## src/rtl/dlatch_bank_write_arbiter_if.sv

```systemverilog
// Bus between the requesting blocks, the write arbiter and the latch bank.
//   Req     requester -> arbiter   per-requester write request (level, held until Ack)
//   AddrIn  requester -> arbiter   packed word addresses, requester i at [i*AW +: AW]
//   DataIn  requester -> arbiter   packed write data, requester i at [i*DWIDTH +: DWIDTH]
//   Grant   arbiter -> requester   one-hot owner of the current write
//   Ack     arbiter -> requester   one-hot, one-cycle pulse when the write is done
//   Err     arbiter -> requester   pulses with Ack when the address was out of range
//   D       arbiter -> latch bank  shared data bus
//   En      arbiter -> latch bank  one-hot word enables, at most one bit high
//   Busy    arbiter -> requester   high whenever a write is in progress
// Handshake: a requester raises Req[i] with stable AddrIn/DataIn and keeps Req[i]
// high until it sees Ack[i]; address and data are captured at the grant, so later
// changes (including dropping Req) do not affect the write already in flight.
interface dlatch_bank_write_arbiter_if #(
  parameter int NUM_REQ = 4,
  parameter int DWIDTH  = 8,
  parameter int DEPTH   = 4,
  parameter int AW      = 2
);
  logic [NUM_REQ-1:0]        Req;
  logic [NUM_REQ*AW-1:0]     AddrIn;
  logic [NUM_REQ*DWIDTH-1:0] DataIn;
  logic [NUM_REQ-1:0]        Grant;
  logic [NUM_REQ-1:0]        Ack;
  logic                      Err;
  logic [DWIDTH-1:0]         D;
  logic [DEPTH-1:0]          En;
  logic                      Busy;

  modport master (
    output Req, AddrIn, DataIn,
    input  Grant, Ack, Err, D, En, Busy
  );

  modport slave (
    input  Req, AddrIn, DataIn,
    output Grant, Ack, Err, D, En, Busy
  );
endinterface

```

## src/rtl/dlatch_bank_write_arbiter.sv

```systemverilog
// Round-robin arbiter and write sequencer for a bank of DEPTH D-latch words.
// A granted write runs SETUP (D valid, En low) -> PULSE (En[addr] high for
// EN_CYCLES cycles) -> HOLD (En low, D held, Ack/Err pulse) so D is stable
// around every enable pulse.
// Ports:
//   Clk        rising-edge clock
//   Rst        synchronous active-high reset
//   bus        slave side of dlatch_bank_write_arbiter_if (requests in, grant/ack/latch drive out)
//   dbg_state  current sequencer state (0 IDLE, 1 SETUP, 2 PULSE, 3 HOLD)
module dlatch_bank_write_arbiter #(
  parameter int NUM_REQ   = 4,
  parameter int DWIDTH    = 8,
  parameter int DEPTH     = 4,
  parameter int AW        = 2,
  parameter int EN_CYCLES = 1
) (
  input  logic                        Clk,
  input  logic                        Rst,
  dlatch_bank_write_arbiter_if.slave  bus,
  output logic [1:0]                  dbg_state
);

  localparam int PW = $clog2(NUM_REQ);
  localparam int CW = (EN_CYCLES > 1) ? $clog2(EN_CYCLES) : 1;
  localparam logic [CW-1:0]      CNT_LAST = CW'(EN_CYCLES - 1);
  localparam logic [AW:0]        DEPTH_W  = (AW+1)'(DEPTH);
  localparam logic [PW-1:0]      PTR_LAST = PW'(NUM_REQ - 1);
  localparam logic [NUM_REQ-1:0] ONE_REQ  = NUM_REQ'(1);
  localparam logic [DEPTH-1:0]   ONE_EN   = DEPTH'(1);

  typedef enum logic [1:0] {
    IDLE  = 2'd0,
    SETUP = 2'd1,
    PULSE = 2'd2,
    HOLD  = 2'd3
  } state_t;

  state_t        state;
  logic [PW-1:0] ptr;
  logic [AW-1:0] addr_q;
  logic [CW-1:0] cnt;

  logic          found;
  logic [PW-1:0] win;
  logic [PW-1:0] cand;
  logic          addr_bad;

  assign dbg_state = state;
  assign addr_bad  = ({1'b0, addr_q} >= DEPTH_W);

  // Round-robin search: first requester at or after ptr, wrapping.
  always_comb begin
    found = 1'b0;
    win   = '0;
    cand  = '0;
    for (int i = 0; i < NUM_REQ; i++) begin
      cand = PW'((int'(ptr) + i) % NUM_REQ);
      if (!found && bus.Req[cand]) begin
        found = 1'b1;
        win   = cand;
      end
    end
  end

  always_ff @(posedge Clk) begin
    if (Rst) begin
      state     <= IDLE;
      ptr       <= '0;
      addr_q    <= '0;
      cnt       <= '0;
      bus.Grant <= '0;
      bus.Ack   <= '0;
      bus.Err   <= 1'b0;
      bus.D     <= '0;
      bus.En    <= '0;
      bus.Busy  <= 1'b0;
    end else begin
      unique case (state)
        IDLE: begin
          bus.Ack <= '0;
          bus.Err <= 1'b0;
          bus.En  <= '0;
          // D is only reloaded on a grant; it keeps the last written word otherwise.
          if (found) begin
            state     <= SETUP;
            addr_q    <= bus.AddrIn[int'(win)*AW +: AW];
            bus.D     <= bus.DataIn[int'(win)*DWIDTH +: DWIDTH];
            bus.Grant <= ONE_REQ << win;
            bus.Busy  <= 1'b1;
            ptr       <= (win == PTR_LAST) ? '0 : win + PW'(1);
          end
        end
        SETUP: begin
          state  <= PULSE;
          cnt    <= '0;
          // Out-of-range writes still run the full timing but never raise an enable.
          bus.En <= addr_bad ? '0 : (ONE_EN << addr_q);
        end
        PULSE: begin
          if (cnt == CNT_LAST) begin
            state   <= HOLD;
            bus.En  <= '0;
            bus.Ack <= bus.Grant;
            bus.Err <= addr_bad;
          end else begin
            cnt <= cnt + CW'(1);
          end
        end
        HOLD: begin
          state     <= IDLE;
          bus.Ack   <= '0;
          bus.Err   <= 1'b0;
          bus.Grant <= '0;
          bus.Busy  <= 1'b0;
        end
        default: state <= IDLE;
      endcase
    end
  end

endmodule

```

## src/flat_wrapper.sv

```systemverilog
// flat-port wrapper written by rule: the top's interface ports become plain ports
module dlatch_bank_write_arbiter_flat 
#(
  parameter int NUM_REQ   = 4,
  parameter int DWIDTH    = 8,
  parameter int DEPTH     = 4,
  parameter int AW        = 2,
  parameter int EN_CYCLES = 1
)
  (Clk, Rst, dbg_state, bus_Req, bus_AddrIn, bus_DataIn, bus_Grant, bus_Ack, bus_Err, bus_D, bus_En, bus_Busy);
  dlatch_bank_write_arbiter_if #(.NUM_REQ(NUM_REQ), .DWIDTH(DWIDTH), .DEPTH(DEPTH), .AW(AW)) bus_i ();
  input  logic Clk;
  input  logic Rst;
  output logic [1:0] dbg_state;
  input wire logic [$bits(bus_i.Req)-1:0] bus_Req;
  input wire logic [$bits(bus_i.AddrIn)-1:0] bus_AddrIn;
  input wire logic [$bits(bus_i.DataIn)-1:0] bus_DataIn;
  output wire logic [$bits(bus_i.Grant)-1:0] bus_Grant;
  output wire logic [$bits(bus_i.Ack)-1:0] bus_Ack;
  output wire logic [$bits(bus_i.Err)-1:0] bus_Err;
  output wire logic [$bits(bus_i.D)-1:0] bus_D;
  output wire logic [$bits(bus_i.En)-1:0] bus_En;
  output wire logic [$bits(bus_i.Busy)-1:0] bus_Busy;
  assign bus_i.Req = bus_Req;
  assign bus_i.AddrIn = bus_AddrIn;
  assign bus_i.DataIn = bus_DataIn;
  assign bus_Grant = bus_i.Grant;
  assign bus_Ack = bus_i.Ack;
  assign bus_Err = bus_i.Err;
  assign bus_D = bus_i.D;
  assign bus_En = bus_i.En;
  assign bus_Busy = bus_i.Busy;
  dlatch_bank_write_arbiter #(.NUM_REQ(NUM_REQ), .DWIDTH(DWIDTH), .DEPTH(DEPTH), .AW(AW), .EN_CYCLES(EN_CYCLES)) u_core (.Clk(Clk), .Rst(Rst), .bus(bus_i), .dbg_state(dbg_state));
endmodule
```

## config.mk

```make
export PLATFORM = sky130hd
export DESIGN_NAME = dlatch_bank_write_arbiter_flat
export DESIGN_NICKNAME = d
export VERILOG_FILES = /design/src/rtl/dlatch_bank_write_arbiter_if.sv /design/src/rtl/dlatch_bank_write_arbiter.sv /design/src/flat_wrapper.sv
export SDC_FILE = /design/constraint.sdc
export NUM_CORES = 1
export LEC_CHECK = 0
export BUFFER_PORTS_ARGS = -buffer_cell sky130_fd_sc_hd__buf_2
export CAP_MARGIN = 20
export CORE_MARGIN = 2
export CORE_UTILIZATION = 35
export CTS_BUF_LIST = sky130_fd_sc_hd__clkbuf_4
export CTS_CLUSTER_DIAMETER = 40
export CTS_CLUSTER_SIZE = 25
export DETAILED_ROUTE_END_ITERATION = 8
export PLACE_DENSITY = 0.72
export SYNTH_ARGS = -nofsm -noshare
export SYNTH_HDL_FRONTEND = slang
export SYNTH_SLANG_ARGS = --single-unit
```

## constraint.sdc

```tcl
create_clock -name Clk -period 4.7 [get_ports Clk]
set_input_delay 0.705 -clock Clk [delete_from_list [all_inputs] [get_ports Clk]]
set_output_delay 0.705 -clock Clk [all_outputs]
set_load 0.005 [all_outputs]
```

# ---- After elaboration in Yosys (flattened, before gate mapping)
# Index checks and enable logic that the tools add are counted.
dict set report classes {
  shift 4
  n_reduce_logical 17
  n_eq_ne 6
  magnitude_cmp 4
  n_addsub 5
  muxes 32
}
# cell count
set ops {}
lappend ops {{$shiftx 32x6->8} 1}
lappend ops {{$pmux 4 s2} 2}
lappend ops {{$mux 2} 7}
lappend ops {{$lt 2x3->1 const B} 4}
lappend ops {{$mux 4} 3}
lappend ops {{$pmux 4 s3} 1}
lappend ops {{$mux 1} 11}
lappend ops {{$reduce_and 2->1} 5}
lappend ops {{$bmux 1 s2} 4}
lappend ops {{$pmux 2 s4} 1}
lappend ops {{$shiftx 8x4->2} 1}
lappend ops {{$shl 1x2->4 const A} 2}
lappend ops {{$eq 2x2->1 const B} 3}
lappend ops {{$pmux 1 s2} 3}
lappend ops {{$reduce_bool 2->1} 3}
lappend ops {{$add 2x1->2 const B} 2}
lappend ops {{$add 2x2->2 const B} 2}
lappend ops {{$logic_and 1x1->1} 3}
lappend ops {{$logic_not 1->1} 3}
lappend ops {{$reduce_bool 3->1} 1}
lappend ops {{$eq 2x1->1 const B} 1}
lappend ops {{$logic_not 2->1} 1}
lappend ops {{$ne 2x1->1 const B} 1}
lappend ops {{$ne 2x2->1 const B} 1}
lappend ops {{2 further kinds} 2}
dict set report totals {
  out_inout_bits 24
  regBits 29
}

# ---- Longest topological paths before layout
dict set report logic_depth {
  ltp_word 15
  ltp_mapped 8
}

# ---- Worst setup path before layout
# No wires, ideal clock.
dict set report synth_path {
  path_kind {input port to flip-flop}
  start {input port bus_Req[0]}
  end {register u_core.bus.Grant[3]}
  setup_slack_ns 2.715
  arrival_time_ns 1.859
  t_required_ns 4.574
  path_stages 8
  n_path_buf 1
  cell_sequence {a21oi_1 -> o21a_1 -> o22ai_4 -> inv_2 -> buf_2 -> ha_1 -> a22oi_1 -> nor2_1}
}
dict set report synth_via {
  elab_chain_len 15
  elab_cells_between_ends 27
  cone_classes {eq/ne: 1; shift: 1; mux: 18; reduce/logical: 7}
}
# element line
set synth_rtl {}
lappend synth_rtl {{start, declared} flat_wrapper.sv:15} ;# input wire logic [$bits(bus_i.Req)-1:0] bus_Req;
lappend synth_rtl {{$bmux 1 s2} dlatch_bank_write_arbiter.sv:58} ;# if (!found && bus.Req[cand]) begin
lappend synth_rtl {{$mux 1 (implied by the code)} dlatch_bank_write_arbiter.sv:58}
lappend synth_rtl {{$mux 1} dlatch_bank_write_arbiter.sv:58}
lappend synth_rtl {{$logic_not 1->1} dlatch_bank_write_arbiter.sv:58}
lappend synth_rtl {{$logic_and 1x1->1} dlatch_bank_write_arbiter.sv:58}
lappend synth_rtl {{$mux 1} dlatch_bank_write_arbiter.sv:58}
lappend synth_rtl {{$logic_not 1->1} dlatch_bank_write_arbiter.sv:58}
lappend synth_rtl {{$logic_and 1x1->1} dlatch_bank_write_arbiter.sv:58}
lappend synth_rtl {{$mux 1} dlatch_bank_write_arbiter.sv:58}
lappend synth_rtl {{$logic_not 1->1} dlatch_bank_write_arbiter.sv:58}
lappend synth_rtl {{$logic_and 1x1->1} dlatch_bank_write_arbiter.sv:58}
lappend synth_rtl {{$mux 2} dlatch_bank_write_arbiter.sv:58}
lappend synth_rtl {{$shl 1x2->4} dlatch_bank_write_arbiter.sv:88} ;# bus.Grant <= ONE_REQ << win;
lappend synth_rtl {{$mux 4} dlatch_bank_write_arbiter.sv:84} ;# if (found) begin
lappend synth_rtl {{$pmux 4 s2} dlatch_bank_write_arbiter.sv:78} ;# unique case (state)
lappend synth_rtl {{end signal, assigned} dlatch_bank_write_arbiter.sv:88}
lappend synth_rtl {{end, declared} dlatch_bank_write_arbiter_if.sv:37} ;# output Grant, Ack, Err, D, En, Busy
# Several ways; a longest one is shown, not always the timed one. The select of a mux whose other input is x is not followed.
# A chain may end at the register's enable or synchronous reset.

# ---- Worst setup path in the final report
dict set report layout_path {
  start {register u_core.state[1] (netlist: u_core.dbg_state[1])}
  end {register u_core.bus.D[1]}
}
dict set report layout_via {
  elab_chain_len 2
}
# element line
set layout_rtl {}
lappend layout_rtl {{start, declared} dlatch_bank_write_arbiter.sv:38} ;# state_t state;
lappend layout_rtl {{start signal, assigned} dlatch_bank_write_arbiter.sv:67} ;# state <= IDLE;
lappend layout_rtl {{start signal, assigned} dlatch_bank_write_arbiter.sv:85} ;# state <= SETUP;
lappend layout_rtl {{start signal, assigned} dlatch_bank_write_arbiter.sv:94} ;# state <= PULSE;
lappend layout_rtl {{$logic_not 2->1} dlatch_bank_write_arbiter.sv:78}
lappend layout_rtl {{$reduce_and 2->1 (no source line)} --}
lappend layout_rtl {{end signal, assigned} dlatch_bank_write_arbiter.sv:87} ;# bus.D <= bus.DataIn[int'(win)*DWIDTH +: DWIDTH];
lappend layout_rtl {{end, declared} dlatch_bank_write_arbiter_if.sv:37}
# Every way passes these cells.

==> flow_summary.yaml <==
yosys:
  synth.largest_area_cell: "dfxtp_1"
  synth_edf_count: 0
  netlist_area_sq_um: 1475
  synth.top_cell.area_share: 0.3664
  yosysSeqAreaShare: 0.3664
  yosys_warnings: 0
  synth-async-reset-ratio: 0
  synth_area_leaders: "dfxtp_1 (37%), mux2i_1 (9.5%), nor2_1 (9.2%)"
  synth_cell_types: 30
  synth_flop_cell: "dfxtp_1"
  synth_area_per_cell_sq_um: 8.478
  syn_nets: 228
  syn_inst: 174
  yosys_register_bits: 27
critical_path:
  crit_fanout: 14
  worst-r2r-cell-count: 6
  worstSetupStartpointType: "register"
  crit_required_ns: 4.89
  worstPathArrival_ns: 2.28
  end_kind: "register"
  critical_path_class: "register to register"
sta:
  min_period_ns: 2.087
  max_freq_ghz: 0.4792
  slew_viol_final: 0
  min_period_over_period: 0.4440
  setup_tns_ns: 0
  rsz0062_at_grt: "false"
  hold_violations: 0
  worstMarginPinSlew_ns: 0.9668
  slew_headroom: 0.3516
  fin_skew_ns: 0.001448
  setup-violations-final: 0
pwr:
  peakVddDrop_uv: 142.8
  total_power_uw: 843.4
  leakage_nw: 0.8606
  power_per_cell_area_nw_per_um2: 453.9
global_route:
  grt_pass1_vias: 1345
  grt_antenna_before_repair: 0
  grt.total_usage: 0.1571
  grt_start_max_net_pins: 30
  overflow: 0
  grt_first_pass_wirelength_um: 5802
placement:
  gp_congestion: 0.7544
  dp_hpwl_um: 2794
  numPortBuffers: 68
floorplanning:
  rows: 23
  io-pin-count: 70
  die_x_um: 68.92
  start_util: 0.3661
  coreArea_sq_um: 4029
  die_y_um: 68.92
  dieArea_sq_um: 4750
detailed_routing:
  routed_via_density: 5.154
  ant_nets: 0
  drtIter0Drc: 71
  routed_wl_um: 3663
  drt_pass1_iterations: 4
  wire_per_inst_um: 12.81
  vias: 1474
  drc: 0
finish:
  final_common_cell: "buf_2"
  final_cell_mix: "buf_2 (68), nor2_1 (36), dfxtp_1 (27), mux2i_1 (14), a21oi_1 (11)"
  drive_gt1_frac: 0.3305
  syn_to_final_growth_pct: 25.95
  final_util: 0.4612
  insertedDiodeCount: 0
  nets: 291
cts:
  cts_buffer_depth: 2
  path_clk_slew_ns: 0.14
  numCtsBuffers: 3
  cts_sinks: 27
  clk_latency_ns: 0.32
  htreeDepth: 1
  ctsHoldBuffers: 0
  cts_root_buffer: "clkbuf_4"
  cts_setup_buffers: 0
  cts_resized: 0
  cts_tree: "done"
job:
  maxCapViolations: 0
outcome:
  status: "complete, no violations"
worst_hold_path:
  holdPathStages: 2
  min_path_type: "register to register"
-- synthesized netlist by cell type, types with 3 or more instances --
cell type,n
nor2_1,36
dfxtp_1,27
mux2i_1,14
a21oi_1,11
nand2_1,10
a211oi_1,8
ha_1,8
nor3_1,7
o31ai_1,7
a32oi_1,5
buf_2,4
clkbuf_1,4
a22oi_1,3
inv_1,3
nand3b_1,3
o221ai_1,3
-- sequential cells by signal (all words and copies together) (netlist names) --
register	cells
u_core.bus.Grant	4
u_core.bus.Ack	4
u_core.ptr	2
u_core.dbg_state	2
u_core.addr_q	2
u_core.bus.Busy	1
u_core.bus.En	4
u_core.bus.D	8
-- through the flow --
step	hold WS [ns]	instances	area [sq um]	setup WS [ns]
2_1_floorplan	0.4743	174	1475	2.715
3_3_place_gp	0.4709	282	1828	2.359
3_5_place_dp	0.4707	282	1828	2.317
4_1_cts	0.5029	286	1858	2.600
5_1_grt	0.5217	286	1858	2.315
6_report	0.4992	286	1858	2.613
-- kinds of logic (layout without fill, tap and decap cells) --
family,after synthesis,in the layout,synth area share
buf+inv,15,77,0.04665
simple gates,66,66,0.2036
flops,27,27,0.3664
other cells,1,1,0.002542
compound gates,43,43,0.2180
mux,14,14,0.09499
fa+ha+maj,8,8,0.06786
-- layout make-up --
| class | count | area (sq um) |
|---|---|---|
| clock buffer | 4 | 30.03 |
| tap | 50 | 62.56 |
| fill | 413 | 2171 |
| timing repair buffer | 68 | 340.3 |
| multi-input combinational | 132 | 865.8 |
| inverter | 5 | 18.77 |
| sequential | 27 | 540.5 |
-- path summary, 6_finish.rpt --
kind                  startpoint                end  slack, ns
min reg2reg    u_core.bus.Ack[0]  u_core.bus.Ack[0]       0.50
min            u_core.bus.Ack[0]  u_core.bus.Ack[0]       0.50
max reg2reg  u_core.dbg_state[1]    u_core.bus.D[1]       2.61
max          u_core.dbg_state[1]    u_core.bus.D[1]       2.61
-- critical path, stage by stage, from the launching register on --
cell and delay (ns):
dfxtp_1 0.39, inv_1 0.14, ha_1 0.27, o41a_1 0.46, o31ai_2 0.32, o31ai_1 0.31
a211oi_1 0.07
-- routing by layer --
| metal | vias to the layer above | global-route usage | wire length, um |
|---|---|---|---|
| li1 | 750 | - | - |
| met1 | 663 | 0.2085 | 1655 |
| met2 | 56 | 0.2668 | 1673 |
| met3 | 5 | 0.01299 | 287 |
| met4 | 0 | 0.05392 | 46 |
| met5 | - | 0 | 0 |
-- power breakdown --
part	internal (mW)	total, mW	switching (mW)
registers	0.289	0.338	0.0481
logic	0.167	0.402	0.235
clock network	0.0390	0.104	0.0653
Note: power is estimated with default switching activity, not from simulation.
